**src/rtl/rv32_isa.sv**
```systemverilog
// rv32_isa: RV32 architectural constants shared across the pipeline.
package rv32_isa;

  localparam int unsigned RegWidth   = 32;
  localparam int unsigned InstrWidth = 32;

  // addi x0, x0, 0
  localparam logic [InstrWidth-1:0] NopInstr = 32'h0000_0013;

endpackage

```
**src/rtl/pipeline_types.sv**
```systemverilog
// pipeline_types: inter-stage payloads and fetch-stage types.
package pipeline_types;

  import rv32_isa::RegWidth;
  import rv32_isa::InstrWidth;

  // IF -> ID register contents
  typedef struct packed {
    logic [RegWidth-1:0]   pc;
    logic [InstrWidth-1:0] instruction;
    logic                  valid;
  } if_id_t;

  // One returned instruction waiting for ID
  typedef struct packed {
    logic [RegWidth-1:0]   pc;
    logic [InstrWidth-1:0] instruction;
  } fetch_entry_t;

  typedef enum logic [1:0] {
    S_RESET,
    S_FETCH,
    S_DRAIN
  } fetch_state_e;

endpackage

```
**src/rtl/fetch_buffer.sv**
```systemverilog
// fetch_buffer: small in-order instruction queue between the memory response
// and the ID register. Head is always slot 0; a pop shifts the queue down.
module fetch_buffer
  import pipeline_types::*;
#(
  parameter  int unsigned Depth = 2,
  localparam int unsigned CntW  = $clog2(Depth + 1)
) (
  input  logic            iClk,
  input  logic            iRst,
  input  logic            iPush,
  input  fetch_entry_t    iPushData,
  input  logic            iPop,
  input  logic            iFlush,
  output fetch_entry_t    oHead,
  output logic [CntW-1:0] oCount
);

  localparam int unsigned     EntryW = $bits(fetch_entry_t);
  localparam logic [CntW-1:0] DepthC = CntW'(Depth);
  localparam logic [CntW-1:0] OneC   = CntW'(1);

  logic [Depth*EntryW-1:0] mem_q, mem_d;
  logic [CntW-1:0]         count_q, count_d;
  logic [CntW-1:0]         base;

  assign oHead  = mem_q[EntryW-1:0];
  assign oCount = count_q;

  // Next queue contents: pop shifts first, then a push lands in the first free slot
  always_comb begin
    mem_d   = mem_q;
    count_d = count_q;
    base    = count_q;
    if (iFlush) begin
      count_d = '0;
    end else begin
      if (iPop && (count_q != '0)) begin
        for (int unsigned i = 0; i + 1 < Depth; i++) begin
          mem_d[i*EntryW +: EntryW] = mem_q[(i+1)*EntryW +: EntryW];
        end
        base = count_q - OneC;
      end
      count_d = base;
      if (iPush && (base < DepthC)) begin
        mem_d[32'(base)*EntryW +: EntryW] = iPushData;
        count_d = base + OneC;
      end
    end
  end

  // Queue storage and occupancy
  always_ff @(posedge iClk) begin
    if (iRst) begin
      mem_q   <= '0;
      count_q <= '0;
    end else begin
      mem_q   <= mem_d;
      count_q <= count_d;
    end
  end

endmodule

```
**src/rtl/fetch_unit.sv**
```systemverilog
// fetch_unit: IF stage. Issues word-aligned instruction reads, buffers
// in-order responses and feeds the registered IF/ID payload to ID.
// Define FETCH_PREFETCH_EN for two outstanding requests / two-entry buffer;
// otherwise one request at a time with a one-entry buffer.
module fetch_unit
  import rv32_isa::RegWidth;
  import pipeline_types::*;
#(
  parameter logic [RegWidth-1:0] ResetVector = 32'h0000_0000,
  parameter logic [31:0]         NopInstr    = rv32_isa::NopInstr
) (
  input  logic                iClk,
  input  logic                iRst,
  input  logic                iStall,
  input  logic                iRedirect,
  input  logic [RegWidth-1:0] iRedirTarget,
  output logic                oImemReq,
  output logic [RegWidth-1:0] oImemAddr,
  input  logic                iImemGnt,
  input  logic                iImemRValid,
  input  logic [31:0]         iImemRData,
  output if_id_t              oID
);

`ifdef FETCH_PREFETCH_EN
  localparam int unsigned MaxOutst = 2;
`else
  localparam int unsigned MaxOutst = 1;
`endif
  localparam int unsigned     CntW = $clog2(MaxOutst + 1);
  localparam logic [CntW-1:0] MaxC = CntW'(MaxOutst);
  localparam logic [CntW-1:0] OneC = CntW'(1);

  fetch_state_e        state_q, state_d;
  logic [RegWidth-1:0] pc_q, pc_d;
  logic [CntW-1:0]     outst_q, outst_d;
  logic [CntW-1:0]     drop_q, drop_d;
  if_id_t              oid_q, oid_d;

  logic [CntW-1:0]     outst_nxt;
  logic [CntW-1:0]     buf_count;
  fetch_entry_t        buf_head, rsp_entry;
  logic                buf_push, buf_pop, buf_flush, buf_empty;
  logic                imem_req, grant, rsp_fetch;
  logic [RegWidth-1:0] rsp_pc;
  if_id_t              bubble;
  logic                redir_target_unused;

  assign redir_target_unused = ^iRedirTarget[1:0];

  assign buf_empty = (buf_count == '0);
  assign imem_req  = (state_q == S_FETCH) && ((MaxC - buf_count) > outst_q);
  assign grant     = imem_req && iImemGnt;
  assign rsp_fetch = (state_q == S_FETCH) && iImemRValid;
  assign outst_nxt = outst_q + CntW'(grant) - CntW'(rsp_fetch);

  // In-flight requests are consecutive words ending just below the fetch PC,
  // so the oldest one's address is recovered instead of being queued.
  assign rsp_pc    = pc_q - (RegWidth'(outst_q) << 2);
  assign rsp_entry = '{pc: rsp_pc, instruction: iImemRData};
  assign bubble    = '{pc: oid_q.pc, instruction: NopInstr, valid: 1'b0};

  assign oImemReq  = imem_req;
  assign oImemAddr = pc_q;
  assign oID       = oid_q;

  fetch_buffer #(
    .Depth(MaxOutst)
  ) u_buf (
    .iClk     (iClk),
    .iRst     (iRst),
    .iPush    (buf_push),
    .iPushData(rsp_entry),
    .iPop     (buf_pop),
    .iFlush   (buf_flush),
    .oHead    (buf_head),
    .oCount   (buf_count)
  );

  // Next-state: FSM, fetch PC, request/drop accounting and IF/ID payload
  always_comb begin
    state_d   = state_q;
    pc_d      = pc_q;
    outst_d   = outst_q;
    drop_d    = drop_q;
    oid_d     = oid_q;
    buf_push  = 1'b0;
    buf_pop   = 1'b0;
    buf_flush = 1'b0;

    if (grant) pc_d = pc_q + 32'd4;

    unique case (state_q)
      S_RESET: state_d = S_FETCH;
      S_FETCH: outst_d = outst_nxt;
      S_DRAIN: begin
        if (iImemRValid && (drop_q != '0)) begin
          drop_d = drop_q - OneC;
          if (drop_q == OneC) state_d = S_FETCH;
        end
      end
      default: state_d = S_RESET;
    endcase

    if (iRedirect) begin
      // Redirect outranks stall; a response this cycle is discarded, and
      // everything still in flight (including this cycle's grant) is dropped.
      pc_d      = {iRedirTarget[RegWidth-1:2], 2'b00};
      buf_flush = 1'b1;
      oid_d     = bubble;
      if (state_q == S_FETCH) begin
        drop_d  = outst_nxt;
        outst_d = '0;
        state_d = (outst_nxt != '0) ? S_DRAIN : S_FETCH;
      end
    end else if (!iStall) begin
      if (!buf_empty) begin
        buf_pop  = 1'b1;
        buf_push = rsp_fetch;
        oid_d    = '{pc: buf_head.pc, instruction: buf_head.instruction, valid: 1'b1};
      end else if (rsp_fetch) begin
        // Empty buffer: response goes straight to ID
        oid_d = '{pc: rsp_pc, instruction: iImemRData, valid: 1'b1};
      end else begin
        oid_d = bubble;
      end
    end else begin
      buf_push = rsp_fetch;
    end
  end

  // Fetch state registers
  always_ff @(posedge iClk) begin
    if (iRst) begin
      state_q <= S_RESET;
      pc_q    <= ResetVector;
      outst_q <= '0;
      drop_q  <= '0;
      oid_q   <= '{pc: ResetVector, instruction: NopInstr, valid: 1'b0};
    end else begin
      state_q <= state_d;
      pc_q    <= pc_d;
      outst_q <= outst_d;
      drop_q  <= drop_d;
      oid_q   <= oid_d;
    end
  end

endmodule
```
**config.mk**
```make
export PLATFORM = sky130hd
export DESIGN_NAME = fetch_unit
export DESIGN_NICKNAME = d
export VERILOG_FILES = /design/src/rtl/rv32_isa.sv /design/src/rtl/pipeline_types.sv /design/src/rtl/fetch_buffer.sv /design/src/rtl/fetch_unit.sv
export SDC_FILE = /design/constraint.sdc
export NUM_CORES = 1
export LEC_CHECK = 0
export BUFFER_PORTS_ARGS = -buffer_cell sky130_fd_sc_hd__buf_2
export CORE_MARGIN = 2
export CORE_UTILIZATION = 33
export CTS_CLUSTER_SIZE = 10
export DETAILED_ROUTE_END_ITERATION = 10
export PLACE_DENSITY_LB_ADDON = 0.1
export SLEW_MARGIN = 20
export SYNTH_ARGS = -nofsm -noshare
export SYNTH_HDL_FRONTEND = slang
export SYNTH_SLANG_ARGS = --single-unit
```
**constraint.sdc**
```tcl
create_clock -name iClk -period 2.6 [get_ports iClk]
set_input_delay 0.39 -clock iClk [delete_from_list [all_inputs] [get_ports iClk]]
set_output_delay 0.39 -clock iClk [all_outputs]
set_load 0.1 [all_outputs]
```
# Word level (Yosys, flattened, before mapping)
# Cells that the tools add are included.
[classes]
n_addsub = 9
magnitude_cmp = 2
eq_ne = 2
shift = 2
mux = 28
n_bitwise = 3
reduce_logical = 13
[ops]
columns = ["op", "n"]
rows = [
  ["2-to-1 mux 65 bit", 2],
  ["bitwise mux 64 bit", 1],
  ["2-to-1 mux 32 bit", 2],
  ["variable shift 64 x 34 -> 64 bit, first input constant", 1],
  ["indexed part select 64 x 34 -> 64 bit", 1],
  ["negator 7 -> 34 bit", 1],
  ["adder 32 x 3 -> 32 bit, second input constant", 1],
  ["subtractor 32 x 3 -> 32 bit", 1],
  ["2-to-1 mux 1 bit", 17],
  ["2-to-1 mux 2 bit", 5],
  ["logical AND 1 bit", 6],
  ["one-hot mux 2 bit (3 select lines)", 1],
  ["nonzero test 2 bit", 2],
  ["OR reduction 2 bit", 2],
  ["inverter 1 bit", 3],
  ["AND reduction 3 bit", 1],
  ["== test 2 x 1 -> 1 bit, second input constant", 1],
  ["== test 2 bit, second input constant", 1],
  ["logical NOT 2 bit", 1],
  ["AND reduction 2 bit", 1],
  ["subtractor 1 bit, second input constant", 2],
  ["adder 1 bit", 1],
  ["adder 1 bit, second input constant", 1],
  ["greater-than comparator 1 bit", 1],
  ["other kinds (3)", 3],
]
[totals]
reg_bits = 166
input_bits = 70

# Depth between registers and ports, before layout
[depth]
word_depth = 9
mapped_depth = 9
mapped_depth_nobuf = 8

# Hierarchy
# Synthesis repeated with hierarchy kept, for this count alone.
[unflattened]
cells_unflattened = 997
hier_area_um2 = 8463.1
[by_module_without_submodules]
columns = ["mod", "instances", "cells_per_inst", "area_each_um2", "seq_area_each_um2"]
rows = [
  ["fetch_unit", 1, 715, 5500.3, 1981.9],
  ["fetch_buffer", 1, 282, 2962.8, 1301.2],
]

# Worst setup path after synthesis
# OpenSTA, ideal clock, no wires.
[synth_path]
path_type = "register to register"
from = "register pc_q[5], in the netlist oImemAddr[5]"
to = "register pc_q[31], in the netlist oImemAddr[31]"
arrival_time_ns = 2.789
t_required_ns = 2.509
path_slack_ns = -0.280
stages_incl_launch_ff = 8
n_path_buf = 2
synth_period_minus_slack_ns = 2.880
cell_sequence = "dfxtp_1 > buf_4 > and4_4 > nand4_4 > or4b_1 > buf_2 > or3_1 > a311oi_1"
[synth_via]
elab_chain_len = 3
[synth_lines]
columns = ["element", "line", "text"]
rows = [
  ["start: declaration", "fetch_unit.sv:35", "logic [RegWidth-1:0] pc_q, pc_d;"],
  ["start signal: assignment", "fetch_unit.sv:136", "pc_q <= ResetVector;"],
  ["start signal: assignment", "fetch_unit.sv:142", "pc_q <= pc_d;"],
  ["adder 32 x 3 -> 32 bit", "fetch_unit.sv:91", "if (grant) pc_d = pc_q + 32'd4;"],
  ["2-to-1 mux 32 bit", "fetch_unit.sv:91", ""],
  ["2-to-1 mux 32 bit", "fetch_unit.sv:105", "if (iRedirect) begin"],
]
# Every way passes these cells. The select of a mux whose other input is x is not followed.
# A chain may end at the register's enable or synchronous reset.

# Worst setup path after layout
[layout_path]
from = "register state_q[1]"
to = "register pc_q[25], in the netlist oImemAddr[25]"
[layout_via]
elab_chain_len = 4
[layout_lines]
columns = ["element", "line", "text"]
rows = [
  ["start: declaration", "fetch_unit.sv:34", "fetch_state_e state_q, state_d;"],
  ["start signal: assignment", "fetch_unit.sv:141", "state_q <= state_d;"],
  ["== test 2 x 1 -> 1 bit", "fetch_unit.sv:52", "assign imem_req = (state_q == S_FETCH) && ((MaxC - buf_count) > outst_q);"],
  ["logical AND 1 bit", "fetch_unit.sv:52", ""],
  ["logical AND 1 bit", "fetch_unit.sv:53", "assign grant = imem_req && iImemGnt;"],
  ["nonzero test 2 bit (no line)", "n/a", ""],
]
# Every way passes these cells.

==> impl_metrics.csv <==
group,metric,value,unit
clocking,clock_sinks,160,
detailed_routing,drc,0,
clocking,numCtsBuffers,17,
timing,finalCriticalPeriod,2360,ps
place,gp_congestion,0.780,
worst_hold_path,hold_class,"in -> reg",
detailed_routing,drt_iter0_markers,389,
timing,fin_crit_sh,0.908,
synthesis,post_synth_num_cell_types,65,
timing,slew_headroom,0.595,
clocking,clockBufferDepth,2,
synthesis,yosys_register_bits,160,
power_and_ir_drop,peakVddDrop,0.000401,V
synthesis,synth_top_flop_cell,"dfxtp_1",
finish,final_core_util,0.410,
power_and_ir_drop,power_density,674,nW/um^2
clocking,cts_tree,"built",
synthesis,synth_area,7470,sq um
timing,clock.fmax,424,MHz
global_route,grt_pass1_vias,6693,
critical_path,startpoint_type,"register",
detailed_routing,ant_nets,0,
synthesis,postSynthAreaPerCell,7.93,sq um
run,cap_violations,0,
timing,holdWs,197,ps
synthesis,synthCells,943,
clocking,cts_root_buffer,"clkbuf_16",
critical_path,cp-end-kind,"register",
detailed_routing,wire_per_inst,16.6,um
floorplanning,chipHeight,155,um
floorplanning,start_util,0.333,
finish,fill_cells,2396,
clocking,htree_num_levels,4,
global_route,antenna_found_initial,2,
place,dpl.hpwl,15400,um
detailed_routing,first_pass_iters,5,
clocking,insertion_delay,430,ps
detailed_routing,routed_via_density,5.16,
floorplanning,die_x,155,um
critical_path,crit_type,"reg -> reg",
synthesis,synth.yosys.warnings,0,
timing,clock-skew-final,10.6,ps
clocking,cts_resized,0,
critical_path,arrival,2640,ps
clocking,ctsHoldBuffers,0,
global_route,grt-ovfl-total,0,
floorplanning,dieArea,23900,sq um
clocking,clk_pin_slew,70,ps
power_and_ir_drop,leakage,3.50,nW
timing,hold_viol,0,
detailed_routing,vias,7078,
finish,multiInputGateArea,3890,sq um
synthesis,synthArstFlopShare,0,
finish,seq_area,3230,sq um
status,outcome,"finished, final reports clean",
critical_path,critical_path_peak_fanout,8,
finish,syn_to_final_growth,23.2,%
finish,drive_gt1_frac,0.251,
timing,slew_viol_final,0,
floorplanning,rows,55,
global_route,grt_usage,0.193,
place,placement.io_buffers,161,
synthesis,synth_edf_count,0,
finish,nets,1146,
detailed_routing,routed_wl,22800,um
timing,fin_setup_tns,0,ps
timing,rsz0062_at_grt,"no",
timing,tightest_slew,608,ps
floorplanning,core_area,22400,sq um
global_route,grt_max_degree,82,
synthesis,ys_seq_area_frac,0.429,
timing,finalSetupViolations,0,
floorplanning,ioPinCount,168,
clocking,post_cts_buffers,0,
critical_path,cp.required,2880,ps
global_route,grt_first_pass_wirelength,36600,um
[cell usage in the layout (no fill, tap or decap), types with 5 or more instances in the layout]
cell / netlist / layout
a21oi_1: 107 / 107
nor2_1: 134 / 134
a22oi_1: 30 / 30
nor3_1: 21 / 20
xor2_1: 5 / 5
nor4_1: 17 / 17
nand3_1: 12 / 12
dfxtp_1: 160 / 141
xnor2_1: 42 / 42
o22ai_1: 6 / 6
a221oi_1: 6 / 6
nand4_1: 9 / 9
or3_1: 12 / 12
dfxtp_2: 0 / 19
buf_2: 5 / 160
o221ai_1: 10 / 10
inv_1: 6 / 6
clkbuf_16: 0 / 17
o211ai_1: 6 / 6
a211oi_1: 26 / 26
buf_4: 7 / 38
a311oi_1: 7 / 7
nand2_1: 123 / 123
o21ai_0: 45 / 45
[stage by stage]
step / area, sq um / instances / setup WS, ps / total power, mW
after detailed placement: 8640 / 1339 / 288 / 3.81
after global routing: 9210 / 1373 / 75.5 / 6.46
after global placement: 8640 / 1339 / 334 / 3.81
final: 9210 / 1373 / 240 / 6.20
after floorplan: 7510 / 946 / 9.85 / 3.52
after CTS: 9200 / 1371 / 244 / 6.27
[sequential cells by signal (all words and copies together) (netlist names)]
name and cells:
drop_q 1, oID 63, oImemAddr 30, outst_q 1, state_q 2, u_buf.oCount 1, u_buf.oHead 62
[synth_stat cells (5+ instances only)]
master	instances	area (sq um)
nor2_1	134	503
buf_4	7	52.6
nor4_1	17	106
o22ai_1	6	37.5
nand3_1	12	60.1
a311oi_1	7	61.3
xor2_1	5	43.8
dfxtp_1	160	3200
o21ai_0	45	225
a221oi_1	6	52.6
o211ai_1	6	45.0
a21oi_1	107	536
or3_1	12	75.1
clkbuf_1	75	282
o221ai_1	10	87.6
nand4_1	9	56.3
a211oi_1	26	195
inv_1	6	22.5
buf_2	5	25.0
xnor2_1	42	368
nor3_1	21	105
nand2_1	123	462
a22oi_1	30	225
[critical path: stages (launching register included)]
cell       delay (ps)
dfxtp_1           400
nor3b_4           330
nand4_4           150
or4b_1            700
mux2i_1           180
a2111oi_0         460
[layout make-up]
| class | count | share of cell area |
|---|---|---|
| antenna | 2 | 0.000544 |
| inverter | 7 | 0.00285 |
| sequential | 160 | 0.350 |
| multi-input combinational | 686 | 0.422 |
| tap | 285 | 0.0387 |
| timing repair buffer | 201 | 0.124 |
| clock buffer | 18 | 0.0466 |
| clock inverter | 14 | 0.0143 |
[worst paths after layout]
| kind | startpoint | endpoint | slack, ps | cells after the start |
|---|---|---|---|---|
| setup / recovery | state_q[1] | oImemAddr[25] | 240 | 5 |
| setup reg to reg | state_q[1] | oImemAddr[25] | 240 | 5 |
| hold reg to reg | u_buf.oHead[22] | u_buf.oHead[22] | 450 | 2 |
| hold / removal | iRedirTarget[9] | oImemAddr[9] | 200 | 3 |
[power by group]
| part | total [mW] | internal [mW] | switching [mW] | leakage [nW] |
|---|---|---|---|---|
| clock | 2.45 | 1.33 | 1.11 | 0.269 |
| combinational | 1.12 | 0.280 | 0.840 | 1.92 |
| sequential | 2.64 | 2.54 | 0.0927 | 1.31 |
| total | 6.20 | 4.16 | 2.05 | 3.50 |
[metal layers]
metal / wire, um / part of all wire / up-vias / track usage
met5: 0 / 0 / - / 0
met4: 361 / 0.016 / 0 / 0.0564
met3: 757 / 0.033 / 19 / 0.0333
met2: 9860 / 0.43 / 161 / 0.287
met1: 11900 / 0.52 / 3315 / 0.285
li1: - / - / 3583 / -
[logic make-up after synthesis]
| kind of cell | after synthesis | share of synthesized area |
|---|---|---|
| buf+inv | 100 | 0.0557 |
| fa+ha+maj | 3 | 0.00502 |
| flops | 160 | 0.429 |
| compound gates | 261 | 0.219 |
| other cells | 1 | 0.000502 |
| mux | 3 | 0.00402 |
| xor+xnor | 47 | 0.0551 |
| simple gates | 368 | 0.233 |
Note: power is estimated with default switching activity, not from simulation.
